===== src/rtl/cprv_pkg.sv =====
// cprv_pkg: shared opcodes, funct3 access-size codes and MEM-stage FSM states
package cprv_pkg;

    localparam logic [6:0] OPC_LOAD  = 7'b0000011;
    localparam logic [6:0] OPC_STORE = 7'b0100011;

    localparam logic [2:0] F3_B  = 3'b000;
    localparam logic [2:0] F3_H  = 3'b001;
    localparam logic [2:0] F3_W  = 3'b010;
    localparam logic [2:0] F3_D  = 3'b011;
    localparam logic [2:0] F3_BU = 3'b100;
    localparam logic [2:0] F3_HU = 3'b101;
    localparam logic [2:0] F3_WU = 3'b110;

    typedef enum logic [1:0] {
        IDLE,
        REQ,
        HOLD
    } mem_state_t;

endpackage


===== src/rtl/cprv_lsu_align.sv =====
// cprv_lsu_align: byte-lane placement for stores, extract/extend for loads, misalign detection
module cprv_lsu_align
    import cprv_pkg::*;
#(
    parameter int DATA_WIDTH = 64
) (
    input  logic [1:0]            size,
    input  logic [2:0]            off,
    input  logic [DATA_WIDTH-1:0] st_data,
    output logic [7:0]            wstrb,
    output logic [DATA_WIDTH-1:0] wdata,
    output logic                  misalign,
    input  logic [2:0]            ld_funct3,
    input  logic [2:0]            ld_off,
    input  logic [DATA_WIDTH-1:0] rdata,
    output logic [DATA_WIDTH-1:0] ld_data
);

    logic [DATA_WIDTH-1:0] sh;

    // Store side: shift data and strobes into the addressed lanes; flag accesses that cross their natural size
    always_comb begin
        wdata    = st_data << {off, 3'b000};
        wstrb    = (size == F3_D[1:0]) ? 8'hFF :
                   (size == F3_W[1:0]) ? (8'h0F << off) :
                   (size == F3_H[1:0]) ? (8'h03 << off) : (8'h01 << off);
        misalign = ((size == F3_H[1:0]) & off[0]) |
                   ((size == F3_W[1:0]) & (|off[1:0])) |
                   ((size == F3_D[1:0]) & (|off));
    end

    // Load side: bring the addressed bytes down to bit 0, then sign/zero-extend by access type
    always_comb begin
        sh      = rdata >> {ld_off, 3'b000};
        ld_data = (ld_funct3 == F3_B)  ? {{(DATA_WIDTH-8){sh[7]}}, sh[7:0]} :
                  (ld_funct3 == F3_H)  ? {{(DATA_WIDTH-16){sh[15]}}, sh[15:0]} :
                  (ld_funct3 == F3_W)  ? {{(DATA_WIDTH-32){sh[31]}}, sh[31:0]} :
                  (ld_funct3 == F3_BU) ? {{(DATA_WIDTH-8){1'b0}}, sh[7:0]} :
                  (ld_funct3 == F3_HU) ? {{(DATA_WIDTH-16){1'b0}}, sh[15:0]} :
                  (ld_funct3 == F3_WU) ? {{(DATA_WIDTH-32){1'b0}}, sh[31:0]} : sh;
    end

endmodule


===== src/rtl/cprv_mem_stage.sv =====
// cprv_mem_stage: RV64 memory stage - issues loads/stores on dmem, formats results, feeds writeback
module cprv_mem_stage
    import cprv_pkg::*;
#(
    parameter int DATA_WIDTH = 64,
    parameter int ADDR_WIDTH = 64
) (
    input  logic                  clk,
    input  logic                  rst_n,
    input  logic                  valid_mem_i,
    output logic                  ready_mem_o,
    input  logic [DATA_WIDTH-1:0] alu_out_mem_i,
    input  logic [DATA_WIDTH-1:0] rs2_data_mem_i,
    input  logic [4:0]            rd_addr_mem_i,
    input  logic                  rd_en_mem_i,
    input  logic [6:0]            opcode_mem_i,
    input  logic [2:0]            funct3_mem_i,
    input  logic                  mem_w_en_mem_i,
    output logic                  dmem_req_o,
    output logic                  dmem_we_o,
    output logic [ADDR_WIDTH-1:0] dmem_addr_o,
    output logic [DATA_WIDTH-1:0] dmem_wdata_o,
    output logic [7:0]            dmem_wstrb_o,
    input  logic                  dmem_ack_i,
    input  logic [DATA_WIDTH-1:0] dmem_rdata_i,
    output logic                  valid_wb_o,
    input  logic                  ready_wb_i,
    output logic [4:0]            rd_addr_wb_o,
    output logic                  rd_en_wb_o,
    output logic [DATA_WIDTH-1:0] rd_data_wb_o,
    output logic                  misalign_wb_o
);

    mem_state_t            state;
    logic                  slot_free, is_load, is_store, is_mem, mis_raw, mis_op, take_mem;
    logic [7:0]            wstrb_n;
    logic [DATA_WIDTH-1:0] wdata_n, ld_data, res_data, hold_data, wb_data_n;
    logic [2:0]            funct3_q, off_q;
    logic [4:0]            rd_q;
    logic                  rd_en_q, we_q;

    cprv_lsu_align #(.DATA_WIDTH(DATA_WIDTH)) u_align (
        .size     (funct3_mem_i[1:0]),
        .off      (alu_out_mem_i[2:0]),
        .st_data  (rs2_data_mem_i),
        .wstrb    (wstrb_n),
        .wdata    (wdata_n),
        .misalign (mis_raw),
        .ld_funct3(funct3_q),
        .ld_off   (off_q),
        .rdata    (dmem_rdata_i),
        .ld_data  (ld_data)
    );

    // Decode the bundle and decide when an instruction enters the result register
    always_comb begin
        slot_free   = ~valid_wb_o | ready_wb_i;
        is_load     = opcode_mem_i == OPC_LOAD;
        is_store    = (opcode_mem_i == OPC_STORE) & mem_w_en_mem_i;
        is_mem      = is_load | is_store;
        mis_op      = is_mem & mis_raw;
        take_mem    = valid_mem_i & is_mem & ~mis_raw;
        res_data    = we_q ? '0 : ld_data;
        ready_mem_o = slot_free & (((state == IDLE) & valid_mem_i & ~take_mem) |
                                   ((state == REQ) & dmem_ack_i) |
                                   (state == HOLD));
        wb_data_n   = (state == IDLE) ? alu_out_mem_i :
                      (state == REQ)  ? res_data : hold_data;
    end

    // Access FSM: latch the request in IDLE, hold it stable through REQ, park unaccepted data in HOLD
    always_ff @(posedge clk or negedge rst_n) begin
        if (!rst_n) begin
            state        <= IDLE;
            dmem_req_o   <= 1'b0;
            dmem_we_o    <= 1'b0;
            dmem_addr_o  <= '0;
            dmem_wdata_o <= '0;
            dmem_wstrb_o <= '0;
            funct3_q     <= '0;
            off_q        <= '0;
            rd_q         <= '0;
            rd_en_q      <= 1'b0;
            we_q         <= 1'b0;
            hold_data    <= '0;
        end else begin
            case (state)
                IDLE: if (take_mem) begin
                    state        <= REQ;
                    dmem_req_o   <= 1'b1;
                    dmem_we_o    <= is_store;
                    dmem_addr_o  <= {alu_out_mem_i[ADDR_WIDTH-1:3], 3'b000};
                    dmem_wdata_o <= wdata_n;
                    dmem_wstrb_o <= is_store ? wstrb_n : 8'h00;
                    funct3_q     <= funct3_mem_i;
                    off_q        <= alu_out_mem_i[2:0];
                    rd_q         <= rd_addr_mem_i;
                    rd_en_q      <= rd_en_mem_i & is_load;
                    we_q         <= is_store;
                end
                REQ: if (dmem_ack_i) begin
                    dmem_req_o <= 1'b0;
                    hold_data  <= res_data;
                    state      <= slot_free ? IDLE : HOLD;
                end
                HOLD: if (slot_free) state <= IDLE;
                default: state <= IDLE;
            endcase
        end
    end

    // Result register: load on acceptance, otherwise hold until writeback takes it
    always_ff @(posedge clk or negedge rst_n) begin
        if (!rst_n) begin
            valid_wb_o    <= 1'b0;
            rd_addr_wb_o  <= '0;
            rd_en_wb_o    <= 1'b0;
            rd_data_wb_o  <= '0;
            misalign_wb_o <= 1'b0;
        end else if (ready_mem_o) begin
            valid_wb_o    <= 1'b1;
            rd_addr_wb_o  <= (state == IDLE) ? rd_addr_mem_i : rd_q;
            rd_en_wb_o    <= (state == IDLE) ? (rd_en_mem_i & ~mis_op) : rd_en_q;
            rd_data_wb_o  <= wb_data_n;
            misalign_wb_o <= (state == IDLE) & mis_op;
        end else if (ready_wb_i) begin
            valid_wb_o <= 1'b0;
        end
    end

    a_hold_bundle: assert property (@(posedge clk) disable iff (!rst_n) (state != IDLE) |-> valid_mem_i);

endmodule


===== config.mk =====
export PLATFORM = sky130hd
export DESIGN_NAME = cprv_mem_stage
export DESIGN_NICKNAME = d
export VERILOG_FILES = /design/src/rtl/cprv_pkg.sv /design/src/rtl/cprv_lsu_align.sv /design/src/rtl/cprv_mem_stage.sv
export SDC_FILE = /design/constraint.sdc
export NUM_CORES = 1
export LEC_CHECK = 0
export CORE_ASPECT_RATIO = 1.4
export CORE_UTILIZATION = 50
export DETAILED_ROUTE_END_ITERATION = 7
export DONT_BUFFER_PORTS = 1
export PLACE_DENSITY = 0.72
export SKIP_CTS_REPAIR_TIMING = 1
export SYNTH_ARGS = -nofsm -noshare
export SYNTH_HDL_FRONTEND = slang
export SYNTH_SLANG_ARGS = --single-unit

===== constraint.sdc =====
create_clock -name clk -period 4.3 [get_ports clk]
set_input_delay 0.86 -clock clk [delete_from_list [all_inputs] [get_ports clk]]
set_output_delay 0.86 -clock clk [all_outputs]
set_load 0.05 [all_outputs]

==> flow_summary.ini <==
[clock_tree]
cts_root_buffer = clkbuf_16
clk_pin_slew_ns = 0.07
clock-sinks = 285
clock_latency_ns = 0.56
cts_max_path_buffers = 3
cts_tree = yes
cts_buffers = 28
htree_levels = 1

[route]
drt_iter0_markers = 1028
antenna_left = 0
wl_per_cell_um = 28.1
via_count = 12600
drt_drc_violations_left = 29
drt-total-wl_mm = 52.6
first_pass_iters = 8
via_per_inst = 6.75

[yosys]
synthTopCellsByArea = dfrtp_1 45%, mux2_2 7.2%, mux2i_1 5.3%
yosys_warnings = 0
yosysMostFrequentCell = dfrtp_1
syn-cell-area_mm2 = 0.0159
ys_types = 66
postSynth.asyncResetShare_pct = 100
yosysSeqAreaShare_pct = 44.8
synth.avg_cell_area_um2 = 10.3
synth_area_leader_cell = dfrtp_1
synth_flop_cell = dfrtp_1
yosys.area.top_type_share_pct = 44.8
ys_top_cells_by_count = 285 x dfrtp_1, 181 x nand2_1, 102 x mux2_2
postSynthCellCount = 1545
ys_seq_elements = 285
synth_edf_count = 0

[critical_path]
end_kind = primary output
crit_start = state[1]$_DFFE_PN0P_
worstSetupPathDepth = 4
arrival_ns = 2.47
r2r_cells = 6
crit_family = flip-flops
critPathKind = reg2out
r2r_setup_slack_ns = 1.21
start_kind = register
rr_startpoint = off_q[0]$_DFFE_PN0P_
cp.required_ns = 3.44
critPathSlowestCell = dfrtp_2
crit_fanout = 41
crit_path_end = ready_mem_o
crit_path_max_incr_delay_ns = 0.91
crit_buf_inv = 0
rr_endpoint = rd_data_wb_o[6]$_DFFE_PN0P_
crit_chain = nand3b_1 > a21boi_1 > o211ai_1 > and2_4

[die]
std_cell_rows = 76
die_x_um = 153
die_h_um = 213
coreArea_mm2 = 0.0310
start_util_pct = 51.3
io_pins = 425
fp.dieArea_mm2 = 0.0325

[global_route]
grt_max_degree = 286
antenna_found_initial = 7
grt_pass1_vias = 12700
grt_pass1_wl_mm = 78.2
grt_usage_pct = 31.9
gr-total-overflow = 0

[job]
max_cap_violations = 0

[timing]
period_minus_slack_ns = 3.33
slew_viol_final = 0
final.period_utilization_pct = 77.5
setup_viol = 0
rsz0062_at_grt = false
tightest_slew_ns = 1.19
hold_violations = 0
max_freq_mhz = 300
tns_ns = 0
finClkSkew_ns = 0.00870
maxSlewHeadroom_pct = 20.0

[placed_design]
post-place-cells = 1815
place_congestion = 0.994
dpl_cell_area_mm2 = 0.0160
dp_hpwl_mm = 38.1
io_buffers = 0

[finish]
fin_nets = 1676
area_growth_syn_to_layout_pct = 7.31
stdcell_area_mm2 = 0.0171
utilization_pct = 55.1
drive_gt1_share_pct = 18.1
instances_no_fill = 1873
fillers = 2703

[pwr]
p_per_area_mw_per_mm2 = 465
p_leak_nw = 7.36
ir_worst_vdd_mv = 0.258

[run_status]
status = finished, violations left
failed_checks = DRC

[hold_path]
hold_class = in2async
-- cell families (layout without fill, tap and decap cells) --
logic type / Yosys count / count (layout) / synth area share, %
compound gates: 500 / 500 / 21.3
simple gates: 347 / 347 / 9.73
flops: 285 / 285 / 44.8
mux: 243 / 243 / 19.1
buf+inv: 166 / 98 / 4.79
fa+ha+maj: 3 / 3 / 0.236
other cells: 1 / 7 / 0.0236
-- sequential cells by signal, indices dropped and copies added (netlist names) --
name / flops
dmem_wdata_o: 64
hold_data: 64
rd_data_wb_o: 64
dmem_addr_o: 61
dmem_wstrb_o: 8
rd_addr_wb_o: 5
rd_q: 5
funct3_q: 3
off_q: 3
state: 2
dmem_req_o: 1
misalign_wb_o: 1
rd_en_q: 1
rd_en_wb_o: 1
valid_wb_o: 1
we_q: 1
-- final cells by class --
cell class	count	area, µm²	area share (%)
antenna	4	10.0	0.0586
clock buffer	33	761	4.46
clock inverter	17	274	1.60
inverter	19	71.3	0.418
multi-input combinational	1096	8070	47.3
sequential	285	7140	41.8
tap	390	488	2.86
timing repair buffer	29	263	1.54
-- worst min-delay path by stage --
stage                               from                           to  slack, ns  depth (start not counted)
2_1_floorplan        rd_en_q$_DFFE_PN0P_          rd_en_q$_DFFE_PN0P_       0.45                          2
3_3_place_gp   hold_data[29]$_DFFE_PN0P_    hold_data[29]$_DFFE_PN0P_       0.46                          2
3_5_place_dp   hold_data[29]$_DFFE_PN0P_    hold_data[29]$_DFFE_PN0P_       0.47                          2
5_1_grt                            rst_n    hold_data[24]$_DFFE_PN0P_     -0.006                          0
4_1_cts                            rst_n  dmem_addr_o[27]$_DFFE_PN0P_      -0.02                          0
6_report                           rst_n    hold_data[24]$_DFFE_PN0P_       0.02                          0
-- per-layer routing --
layer / up-vias / part of all wire [%] / track usage (%)
li1: 5589 / - / -
met1: 6205 / 33 / 33.1
met2: 664 / 50 / 55.9
met3: 172 / 10 / 9.64
met4: 6 / 7.2 / 21.6
met5: - / 0.065 / 0
-- placed cells by master (no fill, tap or decap), types with 7 or more instances in the layout --
master,synthesis,final
o211ai_1,35,35
mux2_2,102,102
inv_1,18,18
o21ai_0,93,93
a22oi_1,54,54
a21oi_1,99,99
nor2b_1,14,14
bufinv_16,0,7
buf_4,5,23
o31ai_1,30,30
or3_1,11,11
nor2_1,82,81
clkbuf_16,0,29
nand2b_1,10,10
o22ai_1,7,7
mux2_4,15,15
o41ai_1,9,9
a221oi_1,24,24
a31oi_1,58,58
mux2_1,11,11
a2bb2oi_1,7,7
dfrtp_1,285,283
nand2_1,181,180
o31ai_2,20,20
a211oi_1,27,27
a22o_1,15,15
or2_2,9,9
mux4_2,31,31
and2_1,11,10
mux2i_1,84,84
-- through the flow --
stage / total power [mW] / worst slack (ns) / hold slack [ns]
after floorplan: 4.86 / 0.829 / 0.447
after global placement: 5.13 / 1.14 / 0.461
after detailed placement: 5.17 / 1.08 / 0.467
after CTS: 7.95 / 0.950 / -0.0238
after global routing: 8.21 / 0.801 / -0.00597
final: 7.93 / 0.969 / 0.0220
-- power breakdown --
group          total [mW]  internal, mW  switching, mW
logic                1.17         0.504          0.670
registers            3.98          2.99          0.987
clock network        2.78          1.68           1.10
No activity file was read; power rests on OpenSTA's default activity.
